==> config.mk <==
export PLATFORM = sky130hd
export DESIGN_NAME = cordic_cmd_sequencer
export DESIGN_NICKNAME = d
export VERILOG_FILES = /design/src/rtl/cordic_pkg.sv /design/src/rtl/cordic_cmd_fifo.sv /design/src/rtl/cordic_cmd_sequencer.sv
export SDC_FILE = /design/constraint.sdc
export NUM_CORES = 1
export LEC_CHECK = 0
export BUFFER_PORTS_ARGS = -buffer_cell sky130_fd_sc_hd__buf_4
export CAP_MARGIN = 10
export CORE_UTILIZATION = 55
export CTS_CLUSTER_DIAMETER = 40
export CTS_CLUSTER_SIZE = 8
export DETAILED_ROUTE_END_ITERATION = 6
export GPL_TIMING_DRIVEN = 0
export PLACE_DENSITY = 0.87
export SETUP_SLACK_MARGIN = 0.02
export SLEW_MARGIN = 20
export SYNTH_ARGS = -nofsm -noshare
export SYNTH_HDL_FRONTEND = slang
export SYNTH_HIERARCHICAL = 1
export SYNTH_SLANG_ARGS = --single-unit
==> constraint.sdc <==
create_clock -name clk -period 4.3 [get_ports clk]
set_clock_uncertainty 0.05 [all_clocks]
set_input_delay 0.86 -clock clk [delete_from_list [all_inputs] [get_ports clk]]
set_output_delay 0.86 -clock clk [all_outputs]
set_load 0.02 [all_outputs]
==> src/rtl/cordic_pkg.sv <==
// ------------------------------------------------------------------
// cordic_pkg : shared constants and command record for the sequencer
// Revision   : 1.0
// ------------------------------------------------------------------
`default_nettype none

package cordic_pkg;

  localparam int FIXED_W = 16;
  localparam int ALPHA_W = 5;

  localparam logic [1:0] CIRC = 2'b00;
  localparam logic [1:0] LIN  = 2'b01;
  localparam logic [1:0] HYP  = 2'b10;

  localparam logic [1:0] REG_CTRL     = 2'd0;
  localparam logic [1:0] REG_OPERANDS = 2'd1;
  localparam logic [1:0] REG_RESULT   = 2'd2;
  localparam logic [1:0] REG_STATUS   = 2'd3;

  localparam int CTRL_GO       = 0;
  localparam int CTRL_ROT      = 1;
  localparam int CTRL_MODE_LO  = 2;
  localparam int CTRL_ALPHA_LO = 4;
  localparam int CTRL_IRQ_EN   = 9;

  localparam int ST_BUSY   = 0;
  localparam int ST_VALID  = 1;
  localparam int ST_FULL   = 2;
  localparam int ST_OVF    = 3;
  localparam int ST_TMO    = 4;
  localparam int ST_CNT_LO = 6;

  typedef struct packed {
    logic               is_rotating;
    logic [1:0]         mode;
    logic [ALPHA_W-1:0] alpha_shift;
    logic [FIXED_W-1:0] a;
    logic [FIXED_W-1:0] b;
  } cmd_t;

endpackage

`default_nettype wire

==> src/rtl/cordic_cmd_fifo.sv <==
// ------------------------------------------------------------------
// cordic_cmd_fifo : synchronous FIFO of command records
// Revision        : 1.0
// ------------------------------------------------------------------
`default_nettype none

module cordic_cmd_fifo
  import cordic_pkg::*;
#(
  parameter int DEPTH = 2,
  parameter int CNT_W = $clog2(DEPTH + 1)
) (
  input  logic             clk,
  input  logic             rst,
  input  logic             push,
  input  cmd_t             push_data,
  input  logic             pop,
  output cmd_t             head,
  output logic             full,
  output logic             empty,
  output logic [CNT_W-1:0] count
);

  localparam int PTR_W = (DEPTH > 1) ? $clog2(DEPTH) : 1;

  cmd_t             mem [DEPTH];
  logic [PTR_W-1:0] rd_ptr;
  logic [PTR_W-1:0] wr_ptr;
  logic             do_push;
  logic             do_pop;

  function automatic logic [PTR_W-1:0] ptr_inc(input logic [PTR_W-1:0] p);
    return (p == PTR_W'(DEPTH - 1)) ? '0 : p + 1'b1;
  endfunction

  assign empty   = (count == '0);
  assign full    = (count == CNT_W'(DEPTH));
  assign do_pop  = pop && !empty;
  // a push while full is still accepted when the head leaves in the same cycle
  assign do_push = push && (!full || do_pop);
  assign head    = mem[rd_ptr];

  always_ff @(posedge clk) begin
    if (rst) begin
      rd_ptr <= '0;
      wr_ptr <= '0;
      count  <= '0;
    end else begin
      if (do_push) wr_ptr <= ptr_inc(wr_ptr);
      if (do_pop)  rd_ptr <= ptr_inc(rd_ptr);
      case ({do_push, do_pop})
        2'b10:   count <= count + 1'b1;
        2'b01:   count <= count - 1'b1;
        default: ;
      endcase
    end
  end

  always_ff @(posedge clk) begin
    if (do_push) mem[wr_ptr] <= push_data;
  end

endmodule

`default_nettype wire

==> src/rtl/cordic_cmd_sequencer.sv <==
// ------------------------------------------------------------------
// cordic_cmd_sequencer : bus register front-end issuing queued CORDIC commands
// Revision             : 1.0
// ------------------------------------------------------------------
`default_nettype none

module cordic_cmd_sequencer
  import cordic_pkg::*;
#(
  parameter int FIXED_WIDTH    = 16,
  parameter int QUEUE_DEPTH    = 2,
  parameter int TIMEOUT_CYCLES = 64,
  parameter int SHIFT_W        = 5
) (
  input  logic                   clk,
  input  logic                   rst,
  input  logic [3:0]             addr,
  input  logic [31:0]            wdata,
  input  logic                   wr_en,
  input  logic                   rd_en,
  output logic [31:0]            rdata,
  output logic                   irq,
  output logic                   cordic_start,
  output logic                   cordic_is_rotating,
  output logic [1:0]             cordic_mode,
  output logic [SHIFT_W-1:0]     cordic_alpha_shift,
  output logic [FIXED_WIDTH-1:0] cordic_a,
  output logic [FIXED_WIDTH-1:0] cordic_b,
  input  logic [FIXED_WIDTH-1:0] cordic_out1,
  input  logic [FIXED_WIDTH-1:0] cordic_out2,
  input  logic                   cordic_done
);

  localparam int CNT_W = $clog2(QUEUE_DEPTH + 1);
  localparam int TMO_W = $clog2(TIMEOUT_CYCLES + 1);

  typedef enum logic [1:0] {
    S_IDLE  = 2'd0,
    S_ISSUE = 2'd1,
    S_WAIT  = 2'd2
  } state_t;

  state_t                 state;
  state_t                 next_state;
  logic                   load_hold;
  logic                   capture;
  logic                   expire;

  cmd_t                   hold;
  cmd_t                   push_cmd;
  cmd_t                   fifo_head;
  logic                   fifo_full;
  logic                   fifo_empty;
  logic [CNT_W-1:0]       fifo_count;

  logic [FIXED_WIDTH-1:0] ops_a;
  logic [FIXED_WIDTH-1:0] ops_b;
  logic [FIXED_WIDTH-1:0] res1;
  logic [FIXED_WIDTH-1:0] res2;
  logic                   result_valid;
  logic                   overflow;
  logic                   timeout;
  logic                   irq_en;
  logic [TMO_W-1:0]       wait_cnt;

  logic                   wr_ctrl;
  logic                   wr_ops;
  logic                   wr_status;
  logic                   go;
  logic                   rd_result;
  logic                   busy;
  logic                   expired;
  logic                   unused_addr_bits;

  assign wr_ctrl          = wr_en && (addr[3:2] == REG_CTRL);
  assign wr_ops           = wr_en && (addr[3:2] == REG_OPERANDS);
  assign wr_status        = wr_en && (addr[3:2] == REG_STATUS);
  assign rd_result        = rd_en && (addr[3:2] == REG_RESULT);
  assign go               = wr_ctrl && wdata[CTRL_GO];
  assign busy             = (state != S_IDLE) || !fifo_empty;
  assign unused_addr_bits = ^addr[1:0];
  // the start cycle counts as cycle 1, so the flag appears TIMEOUT_CYCLES after start
  assign expired          = (wait_cnt == TMO_W'(TIMEOUT_CYCLES - 1));

  // operands are taken from the register as it stood before this cycle's writes
  always_comb begin
    push_cmd             = '0;
    push_cmd.is_rotating = wdata[CTRL_ROT];
    push_cmd.mode        = wdata[CTRL_MODE_LO +: 2];
    push_cmd.alpha_shift = wdata[CTRL_ALPHA_LO +: ALPHA_W];
    push_cmd.a           = ops_a;
    push_cmd.b           = ops_b;
  end

  cordic_cmd_fifo #(
    .DEPTH (QUEUE_DEPTH),
    .CNT_W (CNT_W)
  ) u_fifo (
    .clk       (clk),
    .rst       (rst),
    .push      (go),
    .push_data (push_cmd),
    .pop       (load_hold),
    .head      (fifo_head),
    .full      (fifo_full),
    .empty     (fifo_empty),
    .count     (fifo_count)
  );

  always_ff @(posedge clk) begin
    if (rst) state <= S_IDLE;
    else     state <= next_state;
  end

  // The head is popped on entry to ISSUE so the held fields are already valid during the start pulse.
  always_comb begin
    next_state = state;
    load_hold  = 1'b0;
    capture    = 1'b0;
    expire     = 1'b0;
    case (state)
      S_IDLE: begin
        if (!fifo_empty && !result_valid) begin
          next_state = S_ISSUE;
          load_hold  = 1'b1;
        end
      end
      S_ISSUE: next_state = S_WAIT;
      S_WAIT: begin
        if (cordic_done) begin
          capture    = 1'b1;
          next_state = S_IDLE;
        end else if (expired) begin
          expire     = 1'b1;
          next_state = S_IDLE;
        end
      end
      default: next_state = S_IDLE;
    endcase
  end

  always_ff @(posedge clk) begin
    if (rst) begin
      hold         <= '0;
      ops_a        <= '0;
      ops_b        <= '0;
      res1         <= '0;
      res2         <= '0;
      result_valid <= 1'b0;
      overflow     <= 1'b0;
      timeout      <= 1'b0;
      irq_en       <= 1'b0;
      wait_cnt     <= '0;
    end else begin
      if (wr_ctrl)   irq_en <= wdata[CTRL_IRQ_EN];
      if (wr_ops)    {ops_b, ops_a} <= wdata;
      if (load_hold) hold <= fifo_head;

      if (state == S_ISSUE)     wait_cnt <= TMO_W'(1);
      else if (state == S_WAIT) wait_cnt <= wait_cnt + 1'b1;

      // a read clearing the old result loses to a capture of the new one
      if (rd_result) result_valid <= 1'b0;
      if (capture) begin
        res1         <= cordic_out1;
        res2         <= cordic_out2;
        result_valid <= 1'b1;
      end

      if (wr_status && wdata[ST_OVF])      overflow <= 1'b0;
      if (go && fifo_full && !load_hold)   overflow <= 1'b1;
      if (wr_status && wdata[ST_TMO])      timeout  <= 1'b0;
      if (expire)                          timeout  <= 1'b1;
    end
  end

  always_comb begin
    rdata = '0;
    case (addr[3:2])
      REG_OPERANDS: rdata = {ops_b, ops_a};
      REG_RESULT:   rdata = {res2, res1};
      REG_STATUS: begin
        rdata[ST_BUSY]          = busy;
        rdata[ST_VALID]         = result_valid;
        rdata[ST_FULL]          = fifo_full;
        rdata[ST_OVF]           = overflow;
        rdata[ST_TMO]           = timeout;
        rdata[ST_CNT_LO +: 2]   = 2'(fifo_count);
      end
      default: ;
    endcase
  end

  assign irq                = irq_en && (result_valid || timeout);
  assign cordic_start       = (state == S_ISSUE);
  assign cordic_is_rotating = hold.is_rotating;
  assign cordic_mode        = hold.mode;
  assign cordic_alpha_shift = hold.alpha_shift;
  assign cordic_a           = hold.a;
  assign cordic_b           = hold.b;

endmodule

`default_nettype wire
==> impl_results.md <==
* Share of cells above drive strength 1 at between 20 and 30%
* Cts repair resizes at 0
* CTS Sinks at 202
* Ys async rst share at 0%
* Maximum number of pins on one net before global-route repair at 23
* Area post-placement at 0.00929 sq mm
* Port bufs at 144
* Startpoint types: input pin
* Synth Flop Type: dfxtp_1
* VDD IR max at around 280 uV
* Adder-cell share of the synthesized area at 1.42%
* Cell variety after synth at 35
* Drt first pass iters at 6
* Std-Cell Rows at 43
* Die Area at about 0.015 sq mm
* YS warnings at 6
* Worst hold path class: reg2reg
* DRC Markers at 0
* XOR/XNOR Fraction of Synth Area at 0.554%
* Worst-path clk slew at approximately 0.050 ns
* Crit share post-route at 74.1%
* PD cells at between 400 and 500 mW/mm^2
* Vias in the first global route at 6,119
* DRT iter0 DRCs at 660
* Min Hold Slack at between 0.4 and 0.5 ns
* CTS tree: done
* Most used cell along the critical path: buf_4
* RD Place Congestion at 0.875
* Crit end category: output pin
* Final Max Tran Viols at 0
* Post-Synth Simple-Gate Area at 15.6%
* Clk root buf: clkbuf_16
* Compound-Gate Fraction of Synth Area at 11.2%
* #FFs+latches synth at 202
* Largest family of logic cells by synthesized area: simple AND/OR/NAND/NOR gates
* RSZ-0062 raised after global routing: false
* Via density at 5.59
* Max-cap violations at 0
* Post-route cell area at 0.0102 sq mm
* Cells after Synth at 769
* CP max FO at 10
* Initial Util at between 50% and 60%
* Detail Placement HPWL at about 14 mm
* Setup bufs post-CTS at 0
* Non-Filler Instances at about 1,200
* Core area at 0.0139 sq mm
* ANT cells at 0
* WP data required at 3.39 ns
* Minimum clock period at 3.19 ns
* Placed cell count at roughly 1,100
* TritonCTS buffer count at 31
* Worst Slack Setup Final at between 1 and 1.5 ns
* Area growth syn-to-layout at 29.0%
* CP arrival at 2.28 ns
* Die height at between 100 and 150 um
* Fmax at 0.314 GHz
* Multiplexer share of the synthesized area at 6.39%
* Slew margin rel. at 49.9%
* Wire per inst at 18.5 um
* Total track usage at 29.0%
* Syn_area_per_cell at 10.3 sq um
* Cell area after synthesis at just under 0.008 sq mm
* Seq/Total Area, Yosys at 61.3%
* Max incr delay on CP at 0.41 ns
* Synth Net Count at 851
* Hold Vio Cnt, Final at 0
* Worst-Skew Late Latency at 0.54 ns
* Die width at between 100 and 150 um
* ANT nets after route at 0
* Static leakage at 3.82 nW
* Critical-path cell list: buf_4, inv_1, ha_1, buf_2, clkbuf_1, a22oi_1, nor2b_1, buf_4
* Filler Cell Count at 861
* Global-route wire length before repair at roughly 32 mm
* Post-synth EDFFs at 80
* Final setup vio count at 0
* CTS Buffer Depth at 3
* CP max-delay cell: clkbuf_1
* Total Nets Final at 1,030
* Via count at around 6,400
* H-Tree Depth at 1
* Worst slew pin tran at ~0.75 ns
* Worst slack at placement at about 1.1 ns
* Antenna violations before repair at 0
* Total Power at 4.73 mW
* Critical path class: in2out
* Gr ovfl total at 0
* Ports at 147
* Hold-fix buffers at CTS at 0
* Routed WL at 21.3 mm
* Status: complete, no violations
[cells in the mapped netlist (6+ instances only)]
cell | instances | area share, %
nor2b_1 | 27 | 2.1
nand2_1 | 221 | 10
nand2b_1 | 6 | 0.47
a222oi_1 | 7 | 0.89
nor2_1 | 25 | 1.2
edfxtp_1 | 80 | 30
dfxtp_1 | 122 | 31
buf_2 | 28 | 1.8
clkbuf_1 | 17 | 0.81
buf_4 | 7 | 0.66
ha_1 | 9 | 1.4
mux2_2 | 40 | 5.7
a22oi_1 | 25 | 2.4
inv_1 | 6 | 0.28
a21oi_1 | 112 | 7.1
[registers in the layout (all words and copies together) (netlist names), named ones only]
| signal | cells |
|---|---|
| cordic_b | 16 |
| overflow | 1 |
| cordic_a | 16 |
| cordic_is_rotating | 1 |
| state | 2 |
| u_fifo/count | 2 |
| cordic_alpha_shift | 5 |
| result_valid | 1 |
| cordic_mode | 2 |
| res1 | 16 |
| u_fifo/wr_ptr | 1 |
| ops_b | 16 |
| ops_a | 16 |
| timeout | 1 |
| wait_cnt | 7 |
| irq_en | 1 |
| u_fifo/rd_ptr | 1 |
| res2 | 16 |
| u_fifo/mem | 80 |
[power breakdown]
| part | switching, mW | internal [mW] |
|---|---|---|
| clock network | 0.828 | 1.41 |
| registers | 0.0482 | 2.05 |
| logic | 0.231 | 0.168 |
| total | 1.11 | 3.62 |
[cell usage in the layout (no fill, tap or decap), types with 6 or more instances in the layout]
cell type,instances
ha_1,9
edfxtp_1,80
dfxtp_1,122
nand2b_1,6
buf_4,151
a21oi_1,112
nor2b_1,27
clkbuf_16,31
a22oi_1,25
clkbuf_1,35
nand2_1,221
a222oi_1,7
inv_1,6
mux2_2,40
nor2_1,23
buf_2,28
[worst max-delay path, delay by kind of cell]
family / cells / cell delay [ns]
AOI/OAI and AO/OA: 1 / 0.12
adders and majority gates: 1 / 0.14
buffers and inverters: 5 / 0.95
and+or+nand+nor: 1 / 0.21
[cells by family (layout without fill, tap and decap cells)]
| family | Yosys count | count (layout) |
|---|---|---|
| DFF | 202 | 202 |
| AOI/OAI and AO/OA | 154 | 154 |
| muxes | 45 | 45 |
| buffers and inverters | 59 | 262 |
| and+or+nand+nor | 295 | 295 |
| xor gates and xnor gates | 5 | 5 |
| adders and majority gates | 9 | 9 |
[metal layers]
metal / vias to the layer above / GRT usage (%) / wire (um)
li1: 3009 / - / -
met3: 47 / 6.04 / 1970
met5: - / 0 / 0
met4: 0 / 11.2 / 523
met2: 382 / 48.4 / 10400
met1: 3006 / 36.9 / 8410
[worst paths after layout]
path	from	end	slack, ns	depth (start not counted)
hold / removal	res2[3]$_SDFFE_PP0P_	res2[3]$_SDFFE_PP0P_	0.40	2
setup reg to reg	u_fifo/count[1]$_SDFFE_PP0P_	u_fifo/mem[1][21]$_DFFE_PP_	1.46	8
setup / recovery	addr[2]	rdata[12]	1.11	8
hold reg to reg	res2[3]$_SDFFE_PP0P_	res2[3]$_SDFFE_PP0P_	0.40	2
[area by class of cell]
class                      instances  area (sq um)  share of cell area (%)
buffer                            52           256                    2.51
clock buffer                      50           857                    8.40
clock inverter                     7          63.8                   0.625
inverter                           7          26.3                   0.257
multi-input combinational        508          2800                    27.4
sequential                       202          4840                    47.5
tap                              180           225                    2.21
timing repair buffer             146          1140                    11.1
[per-stage QoR]
| step | util, % | setup TNS (ns) |
|---|---|---|
| 4_1_cts | 73.2 | 0 |
| 2_1_floorplan | - | 0 |
| 5_1_grt | 73.2 | 0 |
| 3_5_place_dp | 66.6 | 0 |
| 6_report | 73.2 | 0 |
| 3_3_place_gp | 66.1 | -45.83 |
(Power assumes the default switching activity.)
